$ cat src/rtl/riscv_pkg.sv
// ---------------------------------------------------------------------------
// riscv_pkg
// Shared RV32 decode definitions for the decode/operand-fetch stage:
//   - base opcode constants (OP_*)
//   - imm_fmt_t   : immediate encoding class of an instruction
//   - stage_state_t : occupancy of the ID/EX pipeline register
//   - helpers mapping an opcode to its immediate format and source usage
// ---------------------------------------------------------------------------
package riscv_pkg;

   localparam logic [6:0] OP_LUI    = 7'b0110111;
   localparam logic [6:0] OP_AUIPC  = 7'b0010111;
   localparam logic [6:0] OP_JAL    = 7'b1101111;
   localparam logic [6:0] OP_JALR   = 7'b1100111;
   localparam logic [6:0] OP_BRANCH = 7'b1100011;
   localparam logic [6:0] OP_LOAD   = 7'b0000011;
   localparam logic [6:0] OP_STORE  = 7'b0100011;
   localparam logic [6:0] OP_IMM    = 7'b0010011;
   localparam logic [6:0] OP_REG    = 7'b0110011;

   typedef enum logic [2:0] {
      IMM_I,
      IMM_S,
      IMM_B,
      IMM_U,
      IMM_J,
      IMM_NONE
   } imm_fmt_t;

   typedef enum logic {
      ST_EMPTY,
      ST_FULL
   } stage_state_t;

   function automatic imm_fmt_t imm_fmt_of(input logic [6:0] opcode);
      case (opcode)
         OP_IMM, OP_LOAD, OP_JALR: return IMM_I;
         OP_STORE:                 return IMM_S;
         OP_BRANCH:                return IMM_B;
         OP_LUI, OP_AUIPC:         return IMM_U;
         OP_JAL:                   return IMM_J;
         default:                  return IMM_NONE;
      endcase
   endfunction

   // rs1 field is part of the immediate/unused for U-type and JAL.
   function automatic logic uses_rs1(input logic [6:0] opcode);
      return !(opcode == OP_LUI || opcode == OP_AUIPC || opcode == OP_JAL);
   endfunction

   function automatic logic uses_rs2(input logic [6:0] opcode);
      return (opcode == OP_REG || opcode == OP_STORE || opcode == OP_BRANCH);
   endfunction

endpackage

$ cat src/rtl/id_ex_stage_imm_gen.sv
// ---------------------------------------------------------------------------
// imm_gen
// Combinational immediate generator: instruction word -> XLEN-bit immediate,
// sign-extended from instr[31]. Opcodes without an immediate yield 0.
// Ports:
//   instr [31:0]     in   instruction word
//   imm   [XLEN-1:0] out  decoded immediate
// ---------------------------------------------------------------------------
module imm_gen
   import riscv_pkg::*;
#(
   parameter int XLEN = 32
) (
   input  logic [31:0]     instr,
   output logic [XLEN-1:0] imm
);

   logic funct3_unused;
   assign funct3_unused = ^instr[14:12];

   always_comb begin
      // NOTE: every always_comb output gets a default first so no path can infer a latch.
      imm = '0;
      case (imm_fmt_of(instr[6:0]))
         IMM_I:   imm = {{(XLEN-12){instr[31]}}, instr[31:20]};
         IMM_S:   imm = {{(XLEN-12){instr[31]}}, instr[31:25], instr[11:7]};
         IMM_B:   imm = {{(XLEN-12){instr[31]}}, instr[7], instr[30:25], instr[11:8], 1'b0};
         IMM_U:   imm = {{(XLEN-31){instr[31]}}, instr[30:12], 12'h000};
         IMM_J:   imm = {{(XLEN-20){instr[31]}}, instr[19:12], instr[20], instr[30:21], 1'b0};
         default: imm = '0;
      endcase
   end

endmodule

$ cat src/rtl/id_ex_stage.sv
// ---------------------------------------------------------------------------
// id_ex_stage
// Decode/operand-fetch stage in front of execute. Drives register-file read
// addresses straight from the fetched instruction, selects operands (x0 ->
// 0, writeback bypass, else RF data), interlocks on a load-use hazard and
// registers a decoded bundle for execute behind a valid/ready handshake.
//
// Ports:
//   clk, rst                 clock; synchronous active-low reset
//   if_valid/if_ready        fetch handshake; if_instr, if_pc payload
//   rf_raddr1/2, rf_rdata1/2 register-file read side
//   wb_we, wb_rd, wb_data    writeback port (bypass source)
//   flush                    redirect: kills held bundle and incoming instr
//   ex_valid/ex_ready        execute handshake; ex_* registered bundle
//   stall_cnt                (ID_EX_STALL_CNT_EN only) saturating count of
//                            cycles where fetch was valid but not accepted
//
// Build option: define ID_EX_STALL_CNT_EN to add the stall_cnt port.
// ---------------------------------------------------------------------------
module id_ex_stage
   import riscv_pkg::*;
#(
   parameter int              XLEN     = 32,
   parameter logic [XLEN-1:0] RESET_PC = '0
) (
   input  logic            clk,
   input  logic            rst,
   input  logic            if_valid,
   output logic            if_ready,
   input  logic [31:0]     if_instr,
   input  logic [XLEN-1:0] if_pc,
   output logic [4:0]      rf_raddr1,
   output logic [4:0]      rf_raddr2,
   input  logic [XLEN-1:0] rf_rdata1,
   input  logic [XLEN-1:0] rf_rdata2,
   input  logic            wb_we,
   input  logic [4:0]      wb_rd,
   input  logic [XLEN-1:0] wb_data,
   input  logic            flush,
   output logic            ex_valid,
   input  logic            ex_ready,
   output logic [XLEN-1:0] ex_pc,
   output logic [XLEN-1:0] ex_op1,
   output logic [XLEN-1:0] ex_op2,
   output logic [XLEN-1:0] ex_imm,
   output logic [4:0]      ex_rd,
   output logic [6:0]      ex_opcode,
   output logic [2:0]      ex_funct3,
   output logic            ex_funct7b5,
   output logic            ex_is_load,
   output logic            ex_regwrite
`ifdef ID_EX_STALL_CNT_EN
   ,
   output logic [31:0]     stall_cnt
`endif
);

   typedef struct packed {
      logic [XLEN-1:0] pc;
      logic [XLEN-1:0] op1;
      logic [XLEN-1:0] op2;
      logic [XLEN-1:0] imm;
      logic [4:0]      rd;
      logic [6:0]      opcode;
      logic [2:0]      funct3;
      logic            funct7b5;
      logic            is_load;
      logic            regwrite;
   } bundle_t;

   logic [6:0]      opcode;
   logic [4:0]      rs1;
   logic [4:0]      rs2;
   logic [4:0]      rd;
   logic [XLEN-1:0] imm;
   logic [XLEN-1:0] op1;
   logic [XLEN-1:0] op2;
   logic            hazard;
   logic            fire;
   logic            load;

   stage_state_t    state_q, state_d;
   bundle_t         bundle_q, bundle_d;

   assign opcode    = if_instr[6:0];
   assign rd        = if_instr[11:7];
   assign rs1       = if_instr[19:15];
   assign rs2       = if_instr[24:20];
   assign rf_raddr1 = rs1;
   assign rf_raddr2 = rs2;

   imm_gen #(.XLEN(XLEN)) u_imm_gen (
      .instr (if_instr),
      .imm   (imm)
   );

   // Bypass covers the RF write landing this same cycle; rs!=0 already
   // excludes a writeback to x0.
   always_comb begin
      op1 = rf_rdata1;
      if (rs1 == 5'd0)                    op1 = '0;
      else if (wb_we && (wb_rd == rs1))   op1 = wb_data;
   end

   always_comb begin
      op2 = rf_rdata2;
      if (rs2 == 5'd0)                    op2 = '0;
      else if (wb_we && (wb_rd == rs2))   op2 = wb_data;
   end

   // A load still sitting in ID/EX has no data yet; hold the consumer back one
   // cycle. Only fields the opcode really reads may raise the interlock.
   assign hazard = (state_q == ST_FULL) && bundle_q.is_load && (bundle_q.rd != 5'd0) &&
                   ((uses_rs1(opcode) && (rs1 == bundle_q.rd)) ||
                    (uses_rs2(opcode) && (rs2 == bundle_q.rd)));

   assign if_ready = rst && !hazard && ((state_q == ST_EMPTY) || ex_ready);
   assign fire     = if_valid && if_ready;
   // A fire during flush is accepted from fetch but dropped here.
   assign load     = fire && !flush;

   always_comb begin
      state_d  = state_q;
      bundle_d = bundle_q;
      case (state_q)
         ST_EMPTY: if (load) state_d = ST_FULL;
         ST_FULL: begin
            if (flush)                state_d = ST_EMPTY;
            else if (!fire && ex_ready) state_d = ST_EMPTY;
         end
         default:  state_d = ST_EMPTY;
      endcase
      if (load) begin
         bundle_d.pc       = if_pc;
         bundle_d.op1      = op1;
         bundle_d.op2      = op2;
         bundle_d.imm      = imm;
         bundle_d.rd       = rd;
         bundle_d.opcode   = opcode;
         bundle_d.funct3   = if_instr[14:12];
         bundle_d.funct7b5 = if_instr[30];
         bundle_d.is_load  = (opcode == OP_LOAD);
         bundle_d.regwrite = (rd != 5'd0) && (opcode != OP_STORE) && (opcode != OP_BRANCH);
      end
   end

   always_ff @(posedge clk) begin
      // NOTE: non-blocking assignments so every flop samples pre-edge values.
      if (!rst) begin
         state_q  <= ST_EMPTY;
         bundle_q <= '{pc: RESET_PC, default: '0};
      end else begin
         state_q  <= state_d;
         bundle_q <= bundle_d;
      end
   end

   assign ex_valid    = (state_q == ST_FULL);
   assign ex_pc       = bundle_q.pc;
   assign ex_op1      = bundle_q.op1;
   assign ex_op2      = bundle_q.op2;
   assign ex_imm      = bundle_q.imm;
   assign ex_rd       = bundle_q.rd;
   assign ex_opcode   = bundle_q.opcode;
   assign ex_funct3   = bundle_q.funct3;
   assign ex_funct7b5 = bundle_q.funct7b5;
   assign ex_is_load  = bundle_q.is_load;
   assign ex_regwrite = bundle_q.regwrite;

`ifdef ID_EX_STALL_CNT_EN
   logic [31:0] stall_cnt_q, stall_cnt_d;

   always_comb begin
      stall_cnt_d = stall_cnt_q;
      if (if_valid && !if_ready && (stall_cnt_q != 32'hFFFF_FFFF))
         stall_cnt_d = stall_cnt_q + 32'd1;
   end

   always_ff @(posedge clk) begin
      if (!rst) stall_cnt_q <= '0;
      else      stall_cnt_q <= stall_cnt_d;
   end

   assign stall_cnt = stall_cnt_q;
`endif

endmodule

$ cat config.mk
export PLATFORM = sky130hd
export DESIGN_NAME = id_ex_stage
export DESIGN_NICKNAME = d
export VERILOG_FILES = /design/src/rtl/riscv_pkg.sv /design/src/rtl/id_ex_stage_imm_gen.sv /design/src/rtl/id_ex_stage.sv
export SDC_FILE = /design/constraint.sdc
export NUM_CORES = 1
export LEC_CHECK = 0
export CAP_MARGIN = 20
export CORE_UTILIZATION = 45
export DETAILED_ROUTE_END_ITERATION = 10
export PLACE_DENSITY = 0.86
export SLEW_MARGIN = 20
export SYNTH_ARGS = -nofsm -noshare
export SYNTH_HDL_FRONTEND = slang
export SYNTH_SLANG_ARGS = --single-unit
$ cat constraint.sdc
create_clock -name clk -period 4.89 [get_ports clk]
set_input_delay 0.489 -clock clk [delete_from_list [all_inputs] [get_ports clk]]
set_output_delay 0.489 -clock clk [all_outputs]
set_load 0.05 [all_outputs]
======== Word level (Yosys, flattened, before mapping) ========
Cells that the tools add are included.
operators by class
  bitwise logic cells ..................... 1
  equality and inequality tests ........... 19
  reductions and logical operators ........ 31
  muxes and demuxes ....................... 10
operators with widths
  kind                                           number
  case mux 32 bit (5 select lines)               1
  two-way mux 32 bit                             4
  == test 7 x 6 -> 1 bit, second input constant  3
  == test 7 bit, second input constant           3
  == test 5 bit                                  4
  case mux 3 bit (5 select lines)                1
  == test 7 x 5 -> 1 bit, second input constant  2
  logical AND 1 bit                              14
  logical NOT 5 bit                              2
  nonzero test 5 bit                             2
  == test 7 x 2 -> 1 bit, second input constant  1
  != test 7 x 6 -> 1 bit, second input constant  1
  != test 7 bit, second input constant           1
  == test 3 x 2 -> 1 bit, second input constant  2
  logical OR 1 bit                               6
  logical NOT 1 bit                              4
  == test 3 x 1 -> 1 bit, second input constant  1
  == test 3 bit, second input constant           1
  logical NOT 3 bit                              1
  two-way mux 1 bit                              3
  OR reduction 3 bit                             1
  case mux 1 bit (2 select lines)                1
  OR reduction 2 bit                             1
  NOT 1 bit                                      1
word-level totals
  word-level logic and storage cells ...... 72
  register bits ........................... 147

======== Depth between registers and ports, before layout ========
Gate-level depths: netlist of run 1.
  word-level depth ........................ 16
  depth in mapped cells ................... 9
  depth with buffers taken out ............ 5

======== By module ========
From an unflattened synthesis of run 1, not the netlist that was laid out.
unflattened totals
  cells, all modules ...................... 791
  area total of the unflattened synthesis .. 7423.4 um^2
modules (own cells, without submodules)
  module       cells an instance  area an instance (um^2)  instances  seq. area each (um^2)
  id_ex_stage  724                6955.4                   1          2942.8
  imm_gen      67                 467.9                    1          0.0

======== Least setup slack after synthesis of run 1 ========
Ideal clock, no wire load.
  path type ............................... input -> output
  start ................................... in if_instr[6]
  end ..................................... out if_ready
  arrival time ............................ 2447 ps
  cell stages on the path ................. 8
  setup slack ............................. 1954 ps
  required time ........................... 4401 ps
  buffers on the path ..................... 3
  path through ............................ clkbuf_1 or3b_1 a21oi_4 nor4_1 clkbuf_1 buf_1 nor2_1 and3_1
on the way
  word-level cells in the longest chain between the ends .. 10
RTL lines
  item                                                              line                text
  start, declared                                                   id_ex_stage.sv:30   input logic [31:0] if_instr,
  == test 7 x 6 -> 1 bit or == test 7 x 5 -> 1 bit (tied branches)  riscv_pkg.sv:48     return !(opcode == OP_LUI || opcode == OP_AUIPC || opcode == OP_JAL);
  logical OR 1 bit (2 in a row)                                     riscv_pkg.sv:48
  logical NOT 1 bit                                                 riscv_pkg.sv:48
  logical AND 1 bit                                                 id_ex_stage.sv:114  ((uses_rs1(opcode) && (rs1 == bundle_q.rd)) ||
  logical OR 1 bit (*)                                              id_ex_stage.sv:114
  logical AND 1 bit (*)                                             id_ex_stage.sv:113  assign hazard = (state_q == ST_FULL) && bundle_q.is_load && (bundle_q.rd != 5'd0) &&
  logical NOT 1 bit (*)                                             id_ex_stage.sv:117  assign if_ready = rst && !hazard && ((state_q == ST_EMPTY) || ex_ready);
  logical AND 1 bit (*) (2 in a row)                                id_ex_stage.sv:117
  end, declared                                                     id_ex_stage.sv:29   output logic if_ready,
Every way passes the cells marked *; elsewhere a longest branch is shown, timed or not.

======== Worst setup path after layout of run 1 ========
Ends and elaborated chain as after synthesis.

==> flow_summary.toml, run 1 <==
[floorplan]
core_area_um2 = 15400
die_height_um = 128
fp.dieArea_um2 = 16400
pin_count = 329
die_w_um = 128
initial_utilization_pct = 46.5
site_rows = 45

[detailed_routing]
routed_via_density = 5.61
postRouteAntennaNets = 0
drt_iter0_markers = 517
routed.top_layer = "met4"
met1_wl_mm = 9.24
route.met2.wl_mm = 11.5
met3WireLength_mm = 2.31
via_count = 6952
detail_route.wl_per_cell_um = 19.1
drc_violations = 0
route.final.wire_length_mm = 23.7
drt_pass1_iterations = 5

[synthesis]
yosys.area_share.adder_pct = 0
postSynthRegisterBits = 147
synthDistinctLibCells = 45
yosys.area_share.xor_xnor_pct = 2.45
synth_cells = 748
netlist_top_cells_count = "dfxtp_1 (147), mux2i_1 (120), o211ai_1 (71), nand2_1 (67), o31ai_1 (65)"
post_synthesis_mux_area_share_pct = 17.0
combinational_family_with_the_most_area_after_synthesis = "compound AO/OA/AOI/OAI gates"
synth_simple_gate_area_share_pct = 9.16
synth-compound-area-share_pct = 21.3
synth_edf_count = 0
ys.warnings.count = 0
most_frequently_used_cell_type_in_the_post_synthesis_netlist = "dfxtp_1"
mappedNetlistNets = 919
ys_async_sr_fraction_pct = 0
yosysTopAreaCellShare_pct = 41.2
netlist_area_um2 = 7140
yosys.area.top_type = "dfxtp_1"
avgSynthCellArea_um2 = 9.55
synth_sequential_area_ratio_pct = 41.2
synth_ff_type = "dfxtp_1"
synth_top_cells_by_area = "dfxtp_1 (41%), mux2i_1 (17%), o211ai_1 (7.5%)"

[min_path]
hold_path_class = "register to register"
min_path_cells = 2
hold_start = "ex_pc[8]"

[grt]
groute.usage.overall_pct = 28.5
overflow = 0
grt_max_degree = 92
number_of_global_route_vias_before_repair = 6691
grt_first_pass_wirelength_mm = 36.3
grt_antenna_before_repair = 0

[worst_setup_path]
crit_path_from = "if_instr[6]"
critical_path.max_fanout = 10
ff2ff_path_depth = 6
worst_ep_required_time_ps = 4400
crit_arrival_ps = 3200
endpoint_kind = "primary output"
r2r_start = "ex_rd[3]"
crit_path_start_kind = "primary input"
crit_type = "primary input to primary output"

[clock_tree]
cts_setup_buffers = 0
cts_htree_levels = 4
root_buffer = "clkbuf_16"
tritoncts_num_sinks = 147
clkSlewWorstSetupHoldPaths_ps = 60
cts_max_path_bufs = 2
cts.repair.resized = 0
clk-insertion-delay-late_ps = 410
hold_buffers = 0
clock_tree_from_tritoncts = "built"
number_of_buffers_inserted_during_clock_tree_synthesis = 17

[sta]
timing.final.max_slew_violations = 0
final-setup-viol-count = 0
final-hold-violation-count = 0
timing.final.crit_period_ps = 3690
timing.clock.skew_ps = 8.94
slew-limit-headroom_pct = 29.3
final_min_period_over_clock_period_pct = 75.5
tightestPinTransition_ps = 1060
fin_setup_tns_ps = 0
rsz_0062_raised_after_global_routing = "no"
finalHoldWorstSlack_ps = 460
achievable-frequency_ghz = 0.271

[place]
place.detailed.hpwl_mm = 16.3
globalplace.congestion = 0.873
buffer_ports.inserted = 328

[run]
maxCapViolations = 0

[run_status]
outcome = "finished clean"

[layout]
post_route_cells_drive_above_1_share_pct = 5.25
fill_cells = 1160
num_antenna_cells = 0
finalNetCount = 1187
synthToLayoutAreaGrowth_pct = 53.0

[power]
worst_ir_drop_vdd_mv = 0.230
power.density_nw_per_um2 = 289
cellLeakagePower_nw = 4.10
## logic make-up after synthesis
group                     after synthesis
muxes                                 121
xor gates and xnor gates               20
and+or+nand+nor                       126
DFF                                   147
buffers and inverters                 136
AOI/OAI and AO/OA                     198
## flip-flops by register name, summed over array words and instances (netlist names)
signal       flops
ex_funct3        3
ex_rd            5
ex_regwrite      1
ex_valid         1
ex_op1          32
ex_funct7b5      1
ex_op2          32
ex_pc           32
ex_is_load       1
ex_imm          32
ex_opcode        7
## area by class of cell
| class | count | area, um^2 | area share, % |
|---|---|---|---|
| clock buffer | 19 | 443 | 4.05 |
| tap | 211 | 264 | 2.41 |
| timing repair buffer | 336 | 3370 | 30.8 |
| multi-input combinational | 465 | 3600 | 33.0 |
| sequential | 147 | 2940 | 26.9 |
| inverter | 49 | 184 | 1.68 |
| clock inverter | 12 | 131 | 1.20 |
## final timing paths
check                                  to  slack [ps]
worst max-delay path             if_ready        1200
worst min-delay path             ex_pc[8]         460
worst max register to register  ex_imm[5]        2210
worst min register to register   ex_pc[8]         460
## per-layer routing
metal  track usage [%]  up-vias
li1                  -     3274
met1              32.8     3303
met2              48.0      332
met3              10.5       43
met4              11.2        0
met5                 0        -
## per-stage QoR
step	std cells	setup slack, ps	total power, W	util [%]	area, um^2
floorplan	748	1950	0.00162	-	7140
global route	1239	1040	0.00327	71.1	10900
detailed placement	1208	1240	0.00190	67.4	10400
CTS	1239	1200	0.00318	71.1	10900
global placement	1208	1280	0.00190	67.4	10400
finish	1239	1200	0.00316	71.1	10900
## worst max-delay path, cell delays in order
cell and delay, ps:
clkdlybuf4s50_1 570, or3b_1 510, a21oi_4 360, nor4_2 120, nor2_1 160, and3_1 180
clkdlybuf4s50_1 810
## cells in the final DEF, fill, tap and decap left out, types with 2 or more instances in the layout
| cell type | instances |
|---|---|
| a21o_1 | 4 |
| a21oi_1 | 2 |
| a22oi_1 | 20 |
| a31o_1 | 21 |
| and2_1 | 3 |
| and3_1 | 3 |
| and3_2 | 2 |
| buf_12 | 2 |
| buf_4 | 7 |
| bufinv_16 | 2 |
| clkbuf_16 | 17 |
| clkdlybuf4s50_1 | 327 |
| clkinv_2 | 4 |
| clkinv_4 | 3 |
| dfxtp_1 | 147 |
| inv_1 | 49 |
| inv_6 | 2 |
| mux2i_1 | 120 |
| nand2_1 | 67 |
| nand3_1 | 4 |
| nand4b_1 | 2 |
| nor2_1 | 3 |
| nor2b_1 | 2 |
| nor3_1 | 2 |
| nor4_1 | 24 |
| nor4_2 | 2 |
| o211ai_1 | 71 |
| o21ai_1 | 5 |
| o21ai_2 | 2 |
| o31ai_1 | 65 |
| or4_1 | 4 |
| xnor2_1 | 10 |
| xor2_1 | 10 |
## where the power goes
part | total, W | internal [W] | switching [W]
Sequential | 0.00127 | 0.00124 | 0.0000250
Clock | 0.00128 | 0.000764 | 0.000515
Combinational | 0.000615 | 0.000264 | 0.000351
Total | 0.00316 | 0.00227 | 0.000891
Note: power is estimated with default switching activity, not from simulation.
==> inputs of run 2 (changes only) <==
--- a/config.mk
+++ b/config.mk
@@ -6,9 +6,9 @@
 export NUM_CORES = 1
 export LEC_CHECK = 0
 export CAP_MARGIN = 20
-export CORE_UTILIZATION = 45
+export CORE_UTILIZATION = 42
 export DETAILED_ROUTE_END_ITERATION = 10
-export PLACE_DENSITY = 0.86
+export PLACE_DENSITY = 0.81
 export SLEW_MARGIN = 20
 export SYNTH_ARGS = -nofsm -noshare
 export SYNTH_HDL_FRONTEND = slang
==> constraint.sdc (replaced) <==
create_clock -name clk -period 3.9 [get_ports clk]
set_input_delay 0.39 -clock clk [delete_from_list [all_inputs] [get_ports clk]]
set_output_delay 0.39 -clock clk [all_outputs]
set_load 0.05 [all_outputs]
==> flow_summary.toml, run 2 (synthesis results as in run 1) <==
[run_status]
outcome = "finished clean"

[worst_setup_path]
worst_ep_required_time_ps = 3510
r2r_start = "ex_rd[1]"
crit_arrival_ps = 2640
crit_slowest_cell = "clkdlybuf4s50_1"
crit_type = "primary input to primary output"
crit_path_start_kind = "primary input"
crit_path_from = "if_instr[3]"
max_stage_delay_ps = 580
path_cells = "clkdlybuf4s50_1 -> nand4bb_4 -> or3_4 -> nor4_1 -> nor2_1 -> and3_1 -> buf_12"
critical_path.max_fanout = 8
endpoint_kind = "primary output"

[grt]
grt_first_pass_wirelength_mm = 37.7
number_of_global_route_vias_before_repair = 6899
use_met3_pct = 8.81
use_met1_pct = 32.3
groute.usage.overall_pct = 27.4
grtUsageMet2_pct = 45.7
grt_antenna_before_repair = 0
grt_max_degree = 91
overflow = 0
grt-busiest-layer = "met2"

[clock_tree]
cts_htree_levels = 4
hold_buffers = 0
cts_max_path_bufs = 2
clk-insertion-delay-late_ps = 410
number_of_buffers_inserted_during_clock_tree_synthesis = 17
cts.repair.resized = 0
tritoncts_num_sinks = 147
root_buffer = "clkbuf_16"
clkSlewWorstSetupHoldPaths_ps = 60
cts_setup_buffers = 0
clock_tree_from_tritoncts = "built"

[layout]
share_of_the_core_filled_with_cells_pct = 67.5
layout_common_cells = "clkdlybuf4s50_1 (326), dfxtp_1 (147), mux2i_1 (120)"
finalNetCount = 1204
post_route_cells_drive_above_1_share_pct = 6.90
num_antenna_cells = 0
synthToLayoutAreaGrowth_pct = 56.6
layout_commonest_cell = "clkdlybuf4s50_1"

[place]
dp_slack_ps = 607
buffer_ports.inserted = 328
globalplace.congestion = 0.860
place.detailed.hpwl_mm = 17.0

[sta]
setup_slack_ps = 867
final-hold-violation-count = 0
timing.clock.skew_ps = 9.80
final_min_period_over_clock_period_pct = 77.8
finalHoldWorstSlack_ps = 409
tightestPinTransition_ps = 912
rsz_0062_raised_after_global_routing = "no"
final-setup-viol-count = 0
achievable-frequency_ghz = 0.330
timing.final.crit_period_ps = 3030
timing.final.max_slew_violations = 0
fin_setup_tns_ps = 0
slew-limit-headroom_pct = 39.2

[power]
finalPower_w = 0.00411
p_switching_w = 0.00113
power.density_nw_per_um2 = 368
p_comb_share_pct = 19.1
worst_ir_drop_vdd_mv = 0.301
cellLeakagePower_nw = 4.23
power_frac_clock_pct = 42.3
sw_frac_of_total_pct = 27.5
pwr-share-seq_pct = 38.6
p_int_w = 0.00299

[floorplan]
core_area_um2 = 16600
die_w_um = 132
site_rows = 47
fp.dieArea_um2 = 17500
pin_count = 329
die_height_um = 132
initial_utilization_pct = 43.1

[detailed_routing]
drc_violations = 0
detail_route.wl_per_cell_um = 19.2
postRouteAntennaNets = 0
drt_pass1_iterations = 5
drt_iter0_markers = 441
routed_via_density = 5.56
via_count = 7027
route.final.wire_length_mm = 24.3

[min_path]
hold_start = "rst"
hold_path_class = "primary input to register"

[run]
maxCapViolations = 0
==> run 2: final timing paths <==
kind | end | slack (ps) | cells past startpoint
setup reg to reg | ex_op2[29] | 1340 | 7
setup / recovery | if_ready | 870 | 7
hold reg to reg | ex_opcode[0] | 460 | 2
hold / removal | ex_valid | 410 | 3
==> run 2: power by group through the flow <==
stage / clock [W] / combinational [W] / sequential [W]
2_1_floorplan: 0 / 0.000235 / 0.00180
3_3_place_gp: 0 / 0.000778 / 0.00162
3_5_place_dp: 0 / 0.000785 / 0.00162
4_1_cts: 0.00177 / 0.000789 / 0.00159
5_1_grt: 0.00184 / 0.000828 / 0.00159
6_report: 0.00174 / 0.000788 / 0.00159
==> run 2: layout make-up <==
class	instances	area (um^2)
Inverter	49	184
Fill cell	1349	5390
Tap cell	220	275
Clock buffer	18	439
Timing Repair Buffer	353	3570
Clock inverter	12	180
Sequential cell	147	2940
Multi-Input combinational cell	465	3600
==> run 2: layer usage <==
layer,share of wire (%),vias to the layer above
li1,-,3310
met1,40,3325
met2,48,352
met3,9.0,40
met4,3.1,0
met5,0,-
==> run 2: per-stage QoR <==
step / instance area, um^2 / std cells
after global routing: 11200 / 1264
after detailed placement: 10600 / 1234
final: 11200 / 1264
after floorplan: 7140 / 748
after global placement: 10600 / 1234
after CTS: 11200 / 1264
==> run 2: worst max-delay path, delay by kind of cell <==
kind,cells,cell delay (ps)
buffers and inverters,2,730
and+or+nand+nor,5,1500
==> variant: new RTL, flow settings as in run 2 <==
The option `ID_EX_STALL_CNT_EN` is turned on by a define.
--- a/src/rtl/id_ex_stage.sv
+++ b/src/rtl/id_ex_stage.sv
@@ -18,4 +18,6 @@
 // Build option: define ID_EX_STALL_CNT_EN to add the stall_cnt port.
 // ---------------------------------------------------------------------------
+`define ID_EX_STALL_CNT_EN
+
 module id_ex_stage
    import riscv_pkg::*;
Formal check against the unedited RTL (old outputs only; new: stall_cnt): equivalent (Yosys induction, for registers that start in step).
==> variant against run 2 <==
Setup slack worse by 0.056 ns; synthesized area increased by 15%; worst hold slack improved by 0.046 ns; design area up 13%; critical path depth unchanged; routed wire length up 18%; sequential cell count increased by 32; power increased by 8.4%; count of clock-buffer cells in the layout did not move; critical path type unchanged.
==> variant: results (changes against run 2) <==
Parameter                              Value

Global route
  Via count of the first global-routing pass ... 8,099 (+17%)
  Tot GR Track Use ... 0.281 (+0.00692)
  Global-route wire length before repair ... 43,500 µm (+15%)
  Maximum number of pins on one net before global-route repair ... 80 (-12%)
  Antenna violations before repair ... 0 (unchanged)

Logic synthesis
  Unique masters post-synth ... 52 (+16%)
  Gate count of the mapped netlist ... 958 (+28%)
  Largest cells by area after synthesis ... sky130_fd_sc_hd__dfxtp_1 44%, sky130_fd_sc_hd__nand3_1 9.9%, sky130_fd_sc_hd__mux2i_1 8.7%
  Ys Warns ... 0 (unchanged)
  Sequential-to-total area share from yosys stat ... 0.438 (+0.0260)
  Number of nets produced by synthesis ... 1,130 (+23%)
  Ys async rst share ... 0 (unchanged)
  Post-synth top cells ... 179 x sky130_fd_sc_hd__dfxtp_1, 162 x sky130_fd_sc_hd__nand3_1, 130 x sky130_fd_sc_hd__nand2_1

Critical path
  Critical R2R Capture ... ex_op1[18]
  WP data arrival ... 2.70 ns (+0.06 ns)
  Worst reg2reg path startpoint ... ex_rd[0]
  Worst-case reg-to-reg path depth ... 7 (unchanged)
  Max FO, Critical Path ... 49 (+41)
  Worst reg-to-reg setup slack ... 1.22 ns (-0.12 ns)

Detailed routing
  Routed wire per std cell ... 18.6 µm (-3.3%)
  Total Routed Length ... 28,800 µm (+18%)
  Number of detailed-route iterations in the first pass ... 5 (unchanged)
  Via/cell ratio ... 5.50 (-1.1%)
  Iteration-0 DRC count of the detailed router ... 502 (+14%)

Clock tree
  Longest Clk Path Bufs ... 2 (unchanged)
  Post-CTS sizing ... 0 (unchanged)
  Cell at the root of the clock tree ... sky130_fd_sc_hd__clkbuf_16
  Clock Pin Slew Worst Setup and Hold Paths ... 0.07 ns
  Total clock buffers created by CTS ... 17 (unchanged)
  Latest clock arrival within the worst-skew pair ... 0.43 ns (+0.02 ns)
  Level count of the clock H-tree ... 4 (unchanged)
  Number of setup buffers added after CTS ... 0 (unchanged)

Finish
  Share of cells above drive strength 1 ... 0.0637 (-0.00530)
  Net count reported at finish ... 1,447 (+20%)
  Antenna fix cells ... 0 (unchanged)
  Fillcell total ... 1,540 (+14%)

Timing
  Final Skew ... 0.00881 ns (-0.000992 ns)
  Least-Margin Pin Slew ... 0.843 ns (-0.0689 ns)

Placed design
  Hpwl dp ... 21,400 µm (+26%)
  Port bufs ... 360 (+9.8%)
  Routability congestion estimate from global placement ... 0.855 (-0.57%)
  DP Worst Slack ... 0.435 ns (-0.172 ns)
  Post-placement cell count ... 1,516 (+23%)

Power
  Leak ... 4.40 nW (+4.1%)
  Max IR drop VDD ... 0.289 mV (-4.0%)

Hold path
  Launch point of the worst hold path ... ex_pc[24]
  Hold Crit Class ... register to register
  Endpoint of the worst hold-timing path ... ex_pc[24]
  Hold Path Stages ... 2 (-1)

Run
  MaxCap Viol Count ... 0 (unchanged)

Status
  Status ... completed
## variant: worst max-delay path by stage
stage | endpoint | slack, ns | from | depth (start not counted)
after floorplan | stall_cnt[6] | 1.15 | ex_rd[0] | 8
after global placement | ex_op1[18] | 0.52 | if_instr[2] | 8
after detailed placement | ex_op2[30] | 0.43 | if_instr[3] | 8
after CTS | if_ready | 0.82 | if_instr[4] | 7
after global routing | ex_op1[5] | 0.60 | if_instr[2] | 8
final | if_ready | 0.81 | if_instr[4] | 7
## variant: metal layers
layer  up-vias  share of wire  global-route usage
met5         -              0                   0
met4         0          0.047               0.148
met3        71          0.091               0.101
met2       386           0.48               0.480
met1      3944           0.38               0.304
li1       4107              -                   -
## variant: per-stage QoR
step / cell area, µm² / hold slack, ns
after floorplan: 8180 / 0.463
after global routing: 12600 / 0.482
after detailed placement: 12000 / 0.446
after global placement: 12000 / 0.440
final: 12600 / 0.455
after CTS: 12600 / 0.457
## variant: report_power, final
part | leakage (nW) | switching (mW) | internal [mW]
clock | 0.291 | 0.797 | 0.933
combinational | 2.66 | 0.476 | 0.340
sequential | 1.45 | 0.0328 | 1.88
## variant: final cells by class
cell class,count,area (µm²),share of cell area
Tap cell,260,325,0.0258
Inverter,4,15.0,0.00119
Sequential cell,179,3580,0.284
Timing Repair Buffer,391,3920,0.311
Multi-Input combinational cell,682,4150,0.330
Clock inverter,14,163,0.0129
Clock buffer,18,439,0.0349
## variant: logic make-up (layout without fill, tap and decap cells)
family / Yosys count / count (layout) / share of synthesized area
AND/OR/NAND/NOR: 408 / 408 / 0.251
AO/OA/AOI/OAI: 181 / 181 / 0.142
flip-flops: 179 / 179 / 0.438
buffers and inverters: 97 / 427 / 0.0578
multiplexers: 72 / 72 / 0.0882
XOR/XNOR: 20 / 20 / 0.0214
adder cells (fa/ha/maj): 1 / 1 / 0.00153
## variant: worst max-delay path, cell delays in order
cell and delay, ns:
sky130_fd_sc_hd__clkdlybuf4s50_1 0.63, sky130_fd_sc_hd__or3b_1 0.44, sky130_fd_sc_hd__a21oi_4 0.35, sky130_fd_sc_hd__nor4_2 0.15
sky130_fd_sc_hd__nor2_2 0.12, sky130_fd_sc_hd__buf_4 0.39, sky130_fd_sc_hd__buf_12 0.20
